`config.mk`:
```
export PLATFORM = sky130hd
export DESIGN_NAME = tohost_tx_sched
export DESIGN_NICKNAME = d
export VERILOG_FILES = /design/src/rtl/usmall_pkg.sv /design/src/rtl/tohost_fifo.sv /design/src/rtl/tohost_tx_sched.sv
export SDC_FILE = /design/constraint.sdc
export NUM_CORES = 1
export LEC_CHECK = 0
export BUFFER_PORTS_ARGS = -buffer_cell sky130_fd_sc_hd__buf_2
export CAP_MARGIN = 20
export CORE_MARGIN = 2
export CORE_UTILIZATION = 50
export DETAILED_ROUTE_END_ITERATION = 10
export GPL_TIMING_DRIVEN = 0
export HOLD_SLACK_MARGIN = 0.06
export PLACE_DENSITY = 0.71
export SLEW_MARGIN = 20
export SYNTH_ARGS = -nofsm -noshare
export SYNTH_HDL_FRONTEND = slang
export SYNTH_SLANG_ARGS = --single-unit
```
`constraint.sdc`:
```
create_clock -name CLK -period 6.9 [get_ports CLK]
set_input_delay 0.345 -clock CLK [delete_from_list [all_inputs] [get_ports CLK]]
set_output_delay 0.345 -clock CLK [all_outputs]
set_load 0.005 [all_outputs]
```
`src/rtl/usmall_pkg.sv`:
```
// Shared definitions for the ultrasmall RV32I system: tohost command codes,
// the default tohost register address and the console scheduler FSM states.
package usmall_pkg;

    // Command field, write-data bits [17:16] of a tohost store.
    localparam logic [1:0]  TOHOST_CMD_PRINT    = 2'd1;
    localparam logic [1:0]  TOHOST_CMD_POWEROFF = 2'd2;

    // Byte address of the tohost register.
    localparam logic [31:0] TOHOST_ADDR_DEFAULT = 32'h4000_8000;

    // Console scheduler states.
    typedef enum logic [1:0] {
        TXS_IDLE  = 2'd0,
        TXS_ISSUE = 2'd1,
        TXS_GUARD = 2'd2,
        TXS_BUSY  = 2'd3
    } txs_state_t;

endpackage

```
`src/rtl/tohost_fifo.sv`:
```
// Character FIFO for the tohost console: circular buffer tracked by a head
// pointer plus an occupancy count. Pushes into a full buffer are dropped,
// even when a pop happens on the same edge.
module tohost_fifo #(
    parameter int DEPTH = 64,
    localparam int AW = $clog2(DEPTH),
    localparam int CW = AW + 1
) (
    input  logic          clk_i,
    input  logic          rst_ni,
    input  logic          push_i,
    input  logic          pop_i,
    input  logic [7:0]    wdata_i,
    output logic [7:0]    rdata_o,
    output logic [CW-1:0] count_o,
    output logic          full_o,
    output logic          empty_o
);

    logic [7:0]    mem_q [DEPTH];
    logic [AW-1:0] head_q, head_d;
    logic [CW-1:0] count_q, count_d;
    logic [AW-1:0] tail;
    logic          push_ok;
    logic          pop_ok;

    assign full_o  = (count_q == CW'(DEPTH));
    assign empty_o = (count_q == '0);
    assign push_ok = push_i & ~full_o;
    assign pop_ok  = pop_i & ~empty_o;
    // DEPTH is a power of two, so the AW-bit sum wraps modulo DEPTH.
    assign tail    = head_q + count_q[AW-1:0];
    assign rdata_o = mem_q[head_q];
    assign count_o = count_q;

    // Next head and occupancy; simultaneous push and pop cancel in the count.
    always_comb begin
        // NOTE: every combinational output gets a default first so no path leaves it unassigned, which would infer a latch.
        head_d  = head_q;
        count_d = count_q + CW'(push_ok) - CW'(pop_ok);
        if (pop_ok) begin
            head_d = head_q + AW'(1);
        end
    end

    // Pointer and count registers.
    always_ff @(posedge clk_i or negedge rst_ni) begin
        // NOTE: state is updated with non-blocking assignments so every flop samples pre-edge values.
        if (!rst_ni) begin
            head_q  <= '0;
            count_q <= '0;
        end else begin
            head_q  <= head_d;
            count_q <= count_d;
        end
    end

    // Character storage write port.
    always_ff @(posedge clk_i) begin
        // NOTE: storage is deliberately not reset; count gates every read, so stale contents are never observed.
        if (push_ok) begin
            mem_q[tail] <= wdata_i;
        end
    end

endmodule

```
`src/rtl/tohost_tx_sched.sv`:
```
// Tohost console scheduler: snoops core stores to the tohost register,
// decodes print/power-off commands through a two-stage pipeline, queues
// characters and feeds them one per frame to the UART transmitter.
module tohost_tx_sched
    import usmall_pkg::*;
#(
    parameter int          QUEUE_SIZE  = 64,
    parameter logic [31:0] TOHOST_ADDR = TOHOST_ADDR_DEFAULT,
    localparam int         CW          = $clog2(QUEUE_SIZE) + 1
) (
    input  logic          CLK,
    input  logic          RST_X,
    input  logic [31:0]   D_ADDR,
    input  logic [3:0]    D_WE,
    input  logic [31:0]   WD_DATA,
    input  logic          TX_READY,
    output logic [7:0]    TX_DATA,
    output logic          TX_WE,
    output logic          POWEROFF,
    output logic          DRAINED,
    output logic          OVERFLOW,
    output logic [CW-1:0] QCOUNT
);

    // Stage 1 keeps only the fields the decoder looks at: {cmd, ch}.
    logic       hit_q;
    logic [9:0] data_q;
    logic [1:0] cmd_q;
    logic [7:0] ch_q;

    logic       poweroff_q;
    logic       overflow_q;

    txs_state_t state_q, state_d;
    logic [7:0] tx_data_q, tx_data_d;
    logic       tx_we_q, tx_we_d;
    logic       pop;

    logic          push;
    logic [7:0]    fifo_rdata;
    logic [CW-1:0] fifo_count;
    logic          fifo_full;
    logic          fifo_empty;

    // Upper byte enables and unused data bits are intentionally ignored.
    logic unused_bits;
    assign unused_bits = ^{D_WE[3:1], WD_DATA[31:18], WD_DATA[15:8]};

    assign push = (cmd_q == TOHOST_CMD_PRINT);

    // Two-stage snoop pipeline on the core D-port.
    always_ff @(posedge CLK or negedge RST_X) begin
        if (!RST_X) begin
            hit_q  <= 1'b0;
            data_q <= '0;
            cmd_q  <= '0;
            ch_q   <= '0;
        end else begin
            hit_q  <= (D_ADDR == TOHOST_ADDR) & D_WE[0];
            data_q <= {WD_DATA[17:16], WD_DATA[7:0]};
            cmd_q  <= hit_q ? data_q[9:8] : 2'd0;
            ch_q   <= data_q[7:0];
        end
    end

    // Sticky power-off and character-dropped flags.
    always_ff @(posedge CLK or negedge RST_X) begin
        if (!RST_X) begin
            poweroff_q <= 1'b0;
            overflow_q <= 1'b0;
        end else begin
            poweroff_q <= poweroff_q | (cmd_q == TOHOST_CMD_POWEROFF);
            overflow_q <= overflow_q | (push & fifo_full);
        end
    end

    tohost_fifo #(
        .DEPTH (QUEUE_SIZE)
    ) u_fifo (
        .clk_i   (CLK),
        .rst_ni  (RST_X),
        .push_i  (push),
        .pop_i   (pop),
        .wdata_i (ch_q),
        .rdata_o (fifo_rdata),
        .count_o (fifo_count),
        .full_o  (fifo_full),
        .empty_o (fifo_empty)
    );

    // Transmit sequencer: issue one strobe, wait out the UART's READY
    // deassert latency in GUARD, then wait for the frame to finish.
    always_comb begin
        state_d   = state_q;
        tx_data_d = 8'h00;
        tx_we_d   = 1'b0;
        pop       = 1'b0;
        unique case (state_q)
            TXS_IDLE: begin
                if (!fifo_empty && TX_READY) begin
                    state_d   = TXS_ISSUE;
                    tx_data_d = fifo_rdata;
                    tx_we_d   = 1'b1;
                    pop       = 1'b1;
                end
            end
            TXS_ISSUE: state_d = TXS_GUARD;
            TXS_GUARD: state_d = TXS_BUSY;
            TXS_BUSY: begin
                if (TX_READY) begin
                    state_d = TXS_IDLE;
                end
            end
            default: state_d = TXS_IDLE;
        endcase
    end

    // Sequencer state and registered UART outputs.
    always_ff @(posedge CLK or negedge RST_X) begin
        if (!RST_X) begin
            state_q   <= TXS_IDLE;
            tx_data_q <= 8'h00;
            tx_we_q   <= 1'b0;
        end else begin
            state_q   <= state_d;
            tx_data_q <= tx_data_d;
            tx_we_q   <= tx_we_d;
        end
    end

    assign TX_DATA  = tx_data_q;
    assign TX_WE    = tx_we_q;
    assign POWEROFF = poweroff_q;
    assign OVERFLOW = overflow_q;
    assign QCOUNT   = fifo_count;
    assign DRAINED  = poweroff_q & fifo_empty & (state_q == TXS_IDLE);

endmodule

```
==> impl_metrics.json <==
{
  "reg2reg_depth": 10,
  "grt_usage_pct": 23.5,
  "gr-total-overflow": 0,
  "ys_types": 48,
  "cp_cell_sequence": "buf_2 > inv_2 > clkbuf_1 > fa_1 > nor2b_1 > o21a_1 > o21ai_0 > nand3_1 > nand2b_1 > nor2_1",
  "ys_async_sr_fraction_pct": 8.41,
  "seq_area_frac_synth_pct": 75.1,
  "core.rowCount": 76,
  "synth_top_family_by_area": "multiplexers",
  "reg2reg_to": "u_fifo.mem_q[26][2]",
  "ios": 90,
  "start_util_pct": 51.0,
  "worstPathArrival_ns": 4.71,
  "dp_hpwl_um": 34100,
  "synthMuxAreaShare_pct": 12.9,
  "vias": 11646,
  "max_cap_violations": 0,
  "die_y_um": 214,
  "area_growth_pct": 14.7,
  "syn-cell-area_um2": 22000,
  "root_buffer": "clkbuf_16",
  "worst_pin_slew_ns": 1.08,
  "final-setup-viol-count": 0,
  "crit_path_top_delay_cell": "nor2_1",
  "clk_latency_ns": 0.60,
  "drive_gt1_share_pct": 23.3,
  "numCtsBuffers": 54,
  "critPathKind": "register to register",
  "cts.sinks": 559,
  "routedWlPerCell_um": 27.6,
  "cts_tree": "yes",
  "syn_area_per_cell_um2": 19.2,
  "clk_path_buf_depth": 3,
  "cts_resized": 0,
  "setup-tns-final_ns": 0,
  "wl_um": 53000,
  "r2r_setup_slack_ns": 2.40,
  "synth_seq_cells": 559,
  "fmax_mhz": 222,
  "syn_nets": 1241,
  "drtPass1Iterations": 6,
  "synth_compound_area_share_pct": 4.70,
  "antenna_found_initial": 0,
  "relSlewSlack_pct": 27.5,
  "synth_cells": 1150,
  "synth_commonest_cells": "edfxtp_1 (512), mux4_2 (90), mux2i_1 (80), nor2_1 (51), dfrtp_1 (47)",
  "drt_iter0_markers": 1629,
  "start_kind": "register",
  "hold-worst-slack_ns": 0.345,
  "synth-edff-count": 512,
  "ctsHtreeMaxLevel": 2,
  "cpPeakStageDelay_ns": 0.75,
  "outcome": "finished clean",
  "leakage_nw": 8.43,
  "cp_top_family": "simple AND/OR/NAND/NOR gates",
  "cts.clk_slew.worst_paths_ns": 0.06,
  "detail-route-antenna-nets": 0,
  "synthFlopType": "edfxtp_1",
  "crit_fanout": 10,
  "yosysMostFrequentCell": "edfxtp_1",
  "drv_slew": 0,
  "finalHoldViolCount": 0,
  "coreArea_um2": 43300,
  "min_path_type": "input pin to async pin",
  "fin_crit_sh_pct": 65.2,
  "drc_errors": 0,
  "rsz0062_at_grt": "false",
  "cts_setup_buffers": 0,
  "r2r-start": "u_fifo.head_q[1]",
  "yosys.area_share.simple_pct": 3.48,
  "nNetsFinal": 1383,
  "yosysTopAreaCell": "edfxtp_1",
  "synthAdderAreaFrac_pct": 1.20,
  "die_w_um": 214,
  "synth_area_leaders": "edfxtp_1 (70%), mux4_2 (9.2%), dfrtp_1 (5.3%)",
  "period_minus_slack_ns": 4.50,
  "synth_top_area_share_pct": 69.7,
  "vias_per_cell": 6.06,
  "n_fill_cell": 3049,
  "cp-end-kind": "register",
  "critPathBufInv": 3,
  "powerDensity_nw_per_um2": 395,
  "gp_congestion": 0.815,
  "grt_max_degree": 65,
  "die_area_um2": 45800,
  "grt_pass1_vias": 11867,
  "required_ns": 7.11,
  "peakVddDrop_v": 0.000271,
  "yosys_warnings": 0,
  "finClkSkew_ns": 0.0224,
  "port_buffers": 64,
  "synthXorXnorAreaFrac_pct": 0.670,
  "holdBufCountCts": 15,
  "grt_pass1_wl_um": 77600
}
==> cells by family after synthesis <==
group / Yosys count
compound gates: 154
fa+ha+maj: 20
flops: 559
mux: 171
xor+xnor: 16
simple gates: 156
buf+inv: 74
==> cells in the final DEF, fill, tap and decap left out, types with 4 or more instances in the layout <==
master	Yosys	layout
nand2_1	21	21
ha_1	18	18
dfrtp_1	47	39
nand2b_1	7	7
nor3_2	0	24
clkinv_1	0	6
mux2i_1	80	80
and2_1	4	4
buf_4	10	12
dlygate4sd3_1	0	15
nor2b_1	11	11
a22oi_1	14	14
clkbuf_1	21	37
xnor2_1	11	11
buf_12	2	4
clkbuf_8	0	7
buf_6	11	11
clkinv_2	0	10
a22o_1	8	8
o21ai_0	20	20
and3_1	4	4
clkbuf_16	0	57
edfxtp_1	512	512
nor4_1	4	4
mux4_2	90	90
nand3_1	9	9
a21oi_1	34	34
nor2_1	51	51
dfrtp_2	0	5
o22ai_1	16	16
xor2_1	4	4
inv_1	18	18
a211oi_1	31	31
nor3_1	29	5
buf_2	9	73
o221ai_1	17	17
==> worst max path at each step <==
stage / from / endpoint / slack, ns / cells past startpoint
after floorplan: u_fifo.count_o[5] / u_fifo.count_o[6] / 3.82 / 16
after global placement: u_fifo.head_q[1] / u_fifo.mem_q[48][4] / 2.46 / 7
after detailed placement: u_fifo.head_q[1] / u_fifo.mem_q[59][2] / 2.54 / 10
after CTS: u_fifo.head_q[1] / u_fifo.mem_q[26][2] / 2.53 / 10
after global routing: u_fifo.head_q[1] / u_fifo.mem_q[26][2] / 2.22 / 10
final: u_fifo.head_q[1] / u_fifo.mem_q[26][2] / 2.40 / 10
==> power breakdown <==
group	total (W)	switching [W]	internal (W)
Sequential	0.00386	0.0000995	0.00376
Combinational	0.00320	0.00199	0.00122
Clock	0.00292	0.00122	0.00170
==> cell type report <==
class | count | area (um2) | area share (%)
Antenna cell | 1 | 2.50 | 0.00989
Timing Repair Buffer | 86 | 608 | 2.40
Tap cell | 585 | 732 | 2.89
Buffer | 55 | 370 | 1.46
Inverter | 19 | 71.3 | 0.282
Clock buffer | 80 | 1580 | 6.26
Clock inverter | 21 | 180 | 0.712
Multi-Input combinational cell | 517 | 5180 | 20.5
Sequential cell | 559 | 16600 | 65.5
==> through the flow <==
step	instances	setup WS, ns	util (%)	instance area [um2]	power [W]
3_5_place_dp	1806	2.54	54.0	23400	0.00708
5_1_grt	1922	2.22	58.5	25300	0.0103
3_3_place_gp	1799	2.46	53.4	23100	0.00695
4_1_cts	1922	2.53	58.5	25300	0.00996
2_1_floorplan	1150	3.82	-	22000	0.00596
6_report	1923	2.40	58.5	25300	0.00998
==> layer usage <==
layer	global-route usage, %	up-vias	part of all wire (%)	wire (um)
li1	-	4961	-	-
met1	31.6	5983	39	20700
met2	37.5	591	48	25200
met3	5.42	111	9.6	5090
met4	9.07	0	3.8	2000
met5	0	-	0	0
==> flip-flops by register name (all words and copies together) (netlist names) <==
name and count:
u_fifo.mem_q 512, data_q 10, TX_DATA 8, ch_q 8, u_fifo.count_o 7, u_fifo.head_q 6
cmd_q 2, state_q 2, OVERFLOW 1, POWEROFF 1, TX_WE 1, hit_q 1
Power figures use the tool's default switching activity.
